**src/rtl/track_pkg.sv**
```systemverilog
// Shared types for the wheel direction detector.
// FSM state encoding and the {fa, fb} sensor pattern constants.
package track_pkg;

    typedef enum logic [2:0] {
        IDLE,
        A1,
        A2,
        A3,
        B1,
        B2,
        B3,
        ERR
    } state_t;

    localparam logic [1:0] S_NONE = 2'b00;
    localparam logic [1:0] S_A    = 2'b10;
    localparam logic [1:0] S_B    = 2'b01;
    localparam logic [1:0] S_AB   = 2'b11;

endpackage

```
**src/rtl/sensor_debounce.sv**
```systemverilog
// Per-sensor synchroniser with an optional stability filter.
// The filter is built only when DEBOUNCE_EN is defined.
module sensor_debounce #(
    parameter int SYNC_STAGES = 2,
    parameter int DEB_CYCLES  = 4
) (
    input  logic Clk,
    input  logic Reset,
    input  logic raw,
    output logic filt
);

    localparam int NS = (SYNC_STAGES < 2) ? 2 : SYNC_STAGES;

`ifdef DEBOUNCE_EN
    localparam bit FILTER_ON = 1'b1;
`else
    localparam bit FILTER_ON = 1'b0;
`endif

    logic [NS-1:0] sync_q;
    logic          sync_out;

    always_ff @(posedge Clk) begin
        if (Reset) begin
            sync_q <= '0;
        end else begin
            sync_q <= {sync_q[NS-2:0], raw};
        end
    end

    assign sync_out = sync_q[NS-1];

    if (FILTER_ON && (DEB_CYCLES > 0)) begin : g_filt
        localparam int CW = $clog2(DEB_CYCLES + 1);
        localparam logic [CW-1:0] LAST = CW'(DEB_CYCLES - 1);

        logic [CW-1:0] cnt;
        logic          q;

        // Flip only after DEB_CYCLES consecutive disagreeing samples.
        always_ff @(posedge Clk) begin
            if (Reset) begin
                q   <= 1'b0;
                cnt <= '0;
            end else if (sync_out == q) begin
                cnt <= '0;
            end else if (cnt == LAST) begin
                q   <= sync_out;
                cnt <= '0;
            end else begin
                cnt <= cnt + 1'b1;
            end
        end

        assign filt = q;
    end else begin : g_thru
        assign filt = sync_out;
    end

endmodule

```
**src/rtl/wheel_direction_detector.sv**
```systemverilog
// Turns sensors A/B into a2b / b2a wheel-passage pulses.
// Define DEBOUNCE_EN to insert the per-sensor stability filter.
module wheel_direction_detector
    import track_pkg::*;
#(
    parameter int SYNC_STAGES    = 2,
    parameter int DEB_CYCLES     = 4,
    parameter int TIMEOUT_CYCLES = 1000000
) (
    input  logic Clk,
    input  logic Reset,
    input  logic sens_a,
    input  logic sens_b,
    output logic a2b,
    output logic b2a,
    output logic busy,
    output logic err
);

    localparam int TW = (TIMEOUT_CYCLES > 2) ? $clog2(TIMEOUT_CYCLES) : 1;
    localparam logic [TW-1:0] T_LAST = TW'(TIMEOUT_CYCLES - 1);

    logic          fa;
    logic          fb;
    logic [1:0]    s;
    logic [1:0]    s_q;
    logic [TW-1:0] tcnt;
    logic          timeout;
    state_t        state;
    state_t        state_nx;

    sensor_debounce #(
        .SYNC_STAGES(SYNC_STAGES),
        .DEB_CYCLES (DEB_CYCLES)
    ) u_deb_a (
        .Clk  (Clk),
        .Reset(Reset),
        .raw  (sens_a),
        .filt (fa)
    );

    sensor_debounce #(
        .SYNC_STAGES(SYNC_STAGES),
        .DEB_CYCLES (DEB_CYCLES)
    ) u_deb_b (
        .Clk  (Clk),
        .Reset(Reset),
        .raw  (sens_b),
        .filt (fb)
    );

    assign s = {fa, fb};

    assign timeout = (state != IDLE) && (state != ERR) &&
                     (tcnt == T_LAST);

    always_comb begin
        state_nx = state;
        if (timeout) begin
            state_nx = ERR;
        end else begin
            unique case (state)
                IDLE: case (s)
                    S_A:     state_nx = A1;
                    S_B:     state_nx = B1;
                    S_AB:    state_nx = ERR;
                    default: ;
                endcase
                A1: case (s)
                    S_NONE:  state_nx = IDLE;
                    S_AB:    state_nx = A2;
                    S_B:     state_nx = ERR;
                    default: ;
                endcase
                A2: case (s)
                    S_B:     state_nx = A3;
                    S_A:     state_nx = A1;
                    S_NONE:  state_nx = ERR;
                    default: ;
                endcase
                A3: case (s)
                    S_NONE:  state_nx = IDLE;
                    S_AB:    state_nx = A2;
                    S_A:     state_nx = ERR;
                    default: ;
                endcase
                B1: case (s)
                    S_NONE:  state_nx = IDLE;
                    S_AB:    state_nx = B2;
                    S_A:     state_nx = ERR;
                    default: ;
                endcase
                B2: case (s)
                    S_A:     state_nx = B3;
                    S_B:     state_nx = B1;
                    S_NONE:  state_nx = ERR;
                    default: ;
                endcase
                B3: case (s)
                    S_NONE:  state_nx = IDLE;
                    S_AB:    state_nx = B2;
                    S_B:     state_nx = ERR;
                    default: ;
                endcase
                ERR: if (s == S_NONE) state_nx = IDLE;
                default: state_nx = IDLE;
            endcase
        end
    end

    always_ff @(posedge Clk) begin
        if (Reset) begin
            state <= IDLE;
        end else begin
            state <= state_nx;
        end
    end

    // Stall timer: only runs while a wheel is mid-sequence and s is static.
    always_ff @(posedge Clk) begin
        if (Reset) begin
            s_q  <= S_NONE;
            tcnt <= '0;
        end else begin
            s_q <= s;
            if ((state == IDLE) || (state == ERR) || (s != s_q)) begin
                tcnt <= '0;
            end else if (tcnt != T_LAST) begin
                tcnt <= tcnt + 1'b1;
            end
        end
    end

    always_ff @(posedge Clk) begin
        if (Reset) begin
            a2b  <= 1'b0;
            b2a  <= 1'b0;
            err  <= 1'b0;
            busy <= 1'b0;
        end else begin
            a2b  <= (state == A3) && (state_nx == IDLE);
            b2a  <= (state == B3) && (state_nx == IDLE);
            err  <= (state_nx == ERR) && (state != ERR);
            busy <= (state_nx != IDLE);
        end
    end

endmodule

```
**config.mk**
```make
export PLATFORM = sky130hd
export DESIGN_NAME = wheel_direction_detector
export DESIGN_NICKNAME = d
export VERILOG_FILES = /design/src/rtl/track_pkg.sv /design/src/rtl/sensor_debounce.sv /design/src/rtl/wheel_direction_detector.sv
export SDC_FILE = /design/constraint.sdc
export NUM_CORES = 1
export LEC_CHECK = 0
export ABC_AREA = 1
export CORE_AREA = 2 2 66 68
export DETAILED_ROUTE_END_ITERATION = 10
export DIE_AREA = 0 0 68 70
export GPL_ROUTABILITY_DRIVEN = 0
export PLACE_DENSITY = 0.57
export SLEW_MARGIN = 20
export SYNTH_ARGS = -nofsm -noshare
export SYNTH_HDL_FRONTEND = slang
export SYNTH_HIERARCHICAL = 1
export SYNTH_SLANG_ARGS = --single-unit
```
**constraint.sdc**
```tcl
create_clock -name Clk -period 2 [get_ports Clk]
set_clock_uncertainty 0.1 [all_clocks]
set_input_delay 0.5 -clock Clk [delete_from_list [all_inputs] [get_ports Clk]]
set_output_delay 0.5 -clock Clk [all_outputs]
set_load 0.01 [all_outputs]
```
==> reports/metrics.csv <==
stage,metric,value,unit
placed_design,Final HPWL DP,2741,µm
global_route,pin count of the biggest net entering global routing,13,
route,final WL,3612,µm
setup_path,Critical Setup Path Class,reg -> out,
global_route,first-pass GRT wire length,6561,µm
yosys,top area cells in the synthesized netlist,"dfxtp_1, nand2_1, nor2_1",
worst_hold_path,min-delay src,u_deb_a/sync_q[0],
setup_path,R2R Setup Slk,0.29,ns
cells_and_area,n_diodes,0,
setup_path,worst r2r src,tcnt[0],
clocking,Root Driver,clkbuf_8,
global_route,vias in the first global route,1509,
setup_path,Buf/Inv on CP,1,
route,Iteration-0 DRC Markers,67,
route,wire length on met2,1537,µm
worst_hold_path,type of the most critical hold path,reg -> reg,
route,# DRC,0,
route,wire length per cell,10.62,µm
cells_and_area,Layout Nets,292,
sta,Setup TNS,0,ns
job,maxcap violations,0,
setup_path,cells along the critical path,clkdlybuf4s50_1,
setup_path,cell with the largest stage delay on the worst path,clkdlybuf4s50_1,
setup_path,capture point of the worst reg-to-reg path,a2b,
route,M1 WL,1937,µm
setup_path,Top delay family on crit path,buffers and inverters,
yosys,Synth Net Count,281,
clocking,CTS tree,yes,
setup_path,CP max FO,1,
clocking,post-cts resize count,0,
power_and_ir_drop,PwrDens,931.9,nW/µm²
route,via count,1586,
route,drt pass-1 iters,4,
clocking,Clock transition at path regs,0.07,ns
yosys,top-area cell type share of the netlist area,37.00,%
yosys,Cell variety after synth,26,
yosys,leading area contributor after synthesis,dfxtp_1,
global_route,initial antenna violation count,0,
sta,Fmax,0.5813,GHz
floorplanning,Ports,8,
yosys,Synth Warn #,6,
cells_and_area,cell area after layout,1987,µm²
yosys,Mean Syn Cell Area,6.469,µm²
placed_design,DP Area,1896,µm²
sta,unrepaired setup endpoints after global routing,no,
clocking,H-tree levels,2,
sta,Final Max Tran Viols,0,
worst_hold_path,Hold Crit Depth,2,
clocking,Clock Latency Late Sink,0.29,ns
sta,fin crit period,1.720,ns
setup_path,Setup crit start kind,register,
sta,Setup WS post-layout,0.2797,ns
worst_hold_path,Worst Hold Endpoint,u_deb_a/sync_q[1],
yosys,mapped cell area,1785,µm²
yosys,"EDFF count, synth",0,
clocking,clock buffer depth,2,
clocking,postcts setup bufs,0,
floorplanning,num rows,24,
yosys,sequential element share of the synthesized area,37.00,%
yosys,most frequent cell after synthesis,nand2_1,
power_and_ir_drop,"Power, Total",1.852,mW
setup_path,worst endpoint required time,1.40,ns
route,top layer reached by signal wires,met4,
floorplanning,floorplan die width,68,µm
clocking,Num CTS Buffers,5,
sta,final setup vio count,0,
run_status,status,completed,
clocking,CTS Hold Buffers Added,0,
yosys,Synth top cells by count,"nand2_1, nor2_1, inv_1",
setup_path,"Arr. time, crit path",1.12,ns
floorplanning,Initial Utilization,43.09,%
sta,tightest slew margin relative to the limit,77.73,%
yosys,Post-synth top flop,dfxtp_1,
placed_design,dpl ws,0.06702,ns
cells_and_area,Filler Cell Count,442,
cells_and_area,layout cells sized above 1,11.46,%
yosys,ys async rst share,0,%
sta,"Hold Vio Cnt, Final",0,
floorplanning,core area,4144,µm²
setup_path,CP endpoint kind,output pin,
sta,Worst-Margin Slew,0.3336,ns
power_and_ir_drop,Leakage,0.7971,nW
route,Final ANT Viol Nets,0,
setup_path,CP Launch Point,err,
global_route,grt ovf,0,
yosys,"FF+latch count, synth",33,
power_and_ir_drop,worst vdd ir,0.5997,mV
yosys,cell count after synthesis,276,
cells_and_area,Syn-to-layout area delta,11.28,%
route,WL met3,77,µm
placed_design,IO Port Bufs,7,
floorplanning,DIE AREA,4760,µm²
cells_and_area,"Core Util, Final",47.95,%
route,drt via density,4.665,
sta,Final Cycle Share,86.02,%
clocking,CTS Sinks,33,
global_route,total track usage,18.02,%
setup_path,reg2reg path depth,10,
floorplanning,height of the die,70,µm
setup_path,Max stage delay on crit path,0.53,ns
-- worst max-delay path by stage --
stage | slack, ns | end | cells after the start
2_1_floorplan | 0.52 | a2b | 10
3_3_place_gp | 0.11 | tcnt[3] | 8
3_5_place_dp | 0.07 | tcnt[10] | 8
4_1_cts | 0.26 | busy | 1
5_1_grt | 0.02 | tcnt[5] | 9
6_report | 0.28 | err | 1
-- per-stage QoR --
stage | instances | hold WS [ns]
floorplan | 276 | 0.2883
global placement | 332 | 0.2908
detailed placement | 332 | 0.2950
CTS | 340 | 0.3064
global route | 340 | 0.3135
finish | 340 | 0.3032
-- state kept, by name, indices dropped and copies added, names as in the netlist --
register / flops
a2b: 1
b2a: 1
busy: 1
err: 1
s_q: 2
state: 3
tcnt: 20
u_deb_a/sync_q: 2
u_deb_b/sync_q: 2
-- power breakdown --
group / internal [mW] / switching (mW)
Clock: 0.244 / 0.267
Sequential: 0.701 / 0.0595
Combinational: 0.201 / 0.380
-- layout make-up --
type	count	area [µm²]	share of cell area, %
well taps	52	65.06	3.275
clock buffers	5	68.82	3.463
flip-flops and latches	33	660.6	33.25
inverters	41	153.9	7.746
multi-input cells	197	930.9	46.85
repair buffers	9	85.08	4.282
clock inverters	3	22.52	1.133
-- cell usage in the layout, fill, tap and decap left out, types with 2 or more instances in the layout --
cell type	instances
o21ai_0	14
nand3_1	20
nand2_1	61
inv_1	39
clkinvlp_4	3
buf_4	2
dfxtp_1	33
nand2_2	8
nand3_2	2
nor2_1	49
nor2_4	2
clkbuf_8	5
clkdlybuf4s50_1	7
a21oi_1	21
nand4_1	3
inv_2	2
nor2_2	4
nor3_2	3
nor3_1	2
-- kinds of logic after synthesis --
family / after synthesis / share of synthesized area (%)
DFF: 33 / 37.00
AOI/OAI and AO/OA: 38 / 11.07
buffers and inverters: 46 / 10.86
xor gates and xnor gates: 2 / 0.9813
and+or+nand+nor: 156 / 39.38
adders and majority gates: 1 / 0.7007
-- tightest hold or removal path, delay by kind of cell (launching register included) --
kind	cells	cell delay [ns]
buf+inv	1	0.04
flops	1	0.30
simple gates	1	0.03
-- layer usage --
layer,up-vias,global-route usage [%]
li1,889,-
met1,683,25.96
met2,9,25.46
met3,5,4.831
met4,0,6.667
met5,-,0
Power figures use the tool's default switching activity.
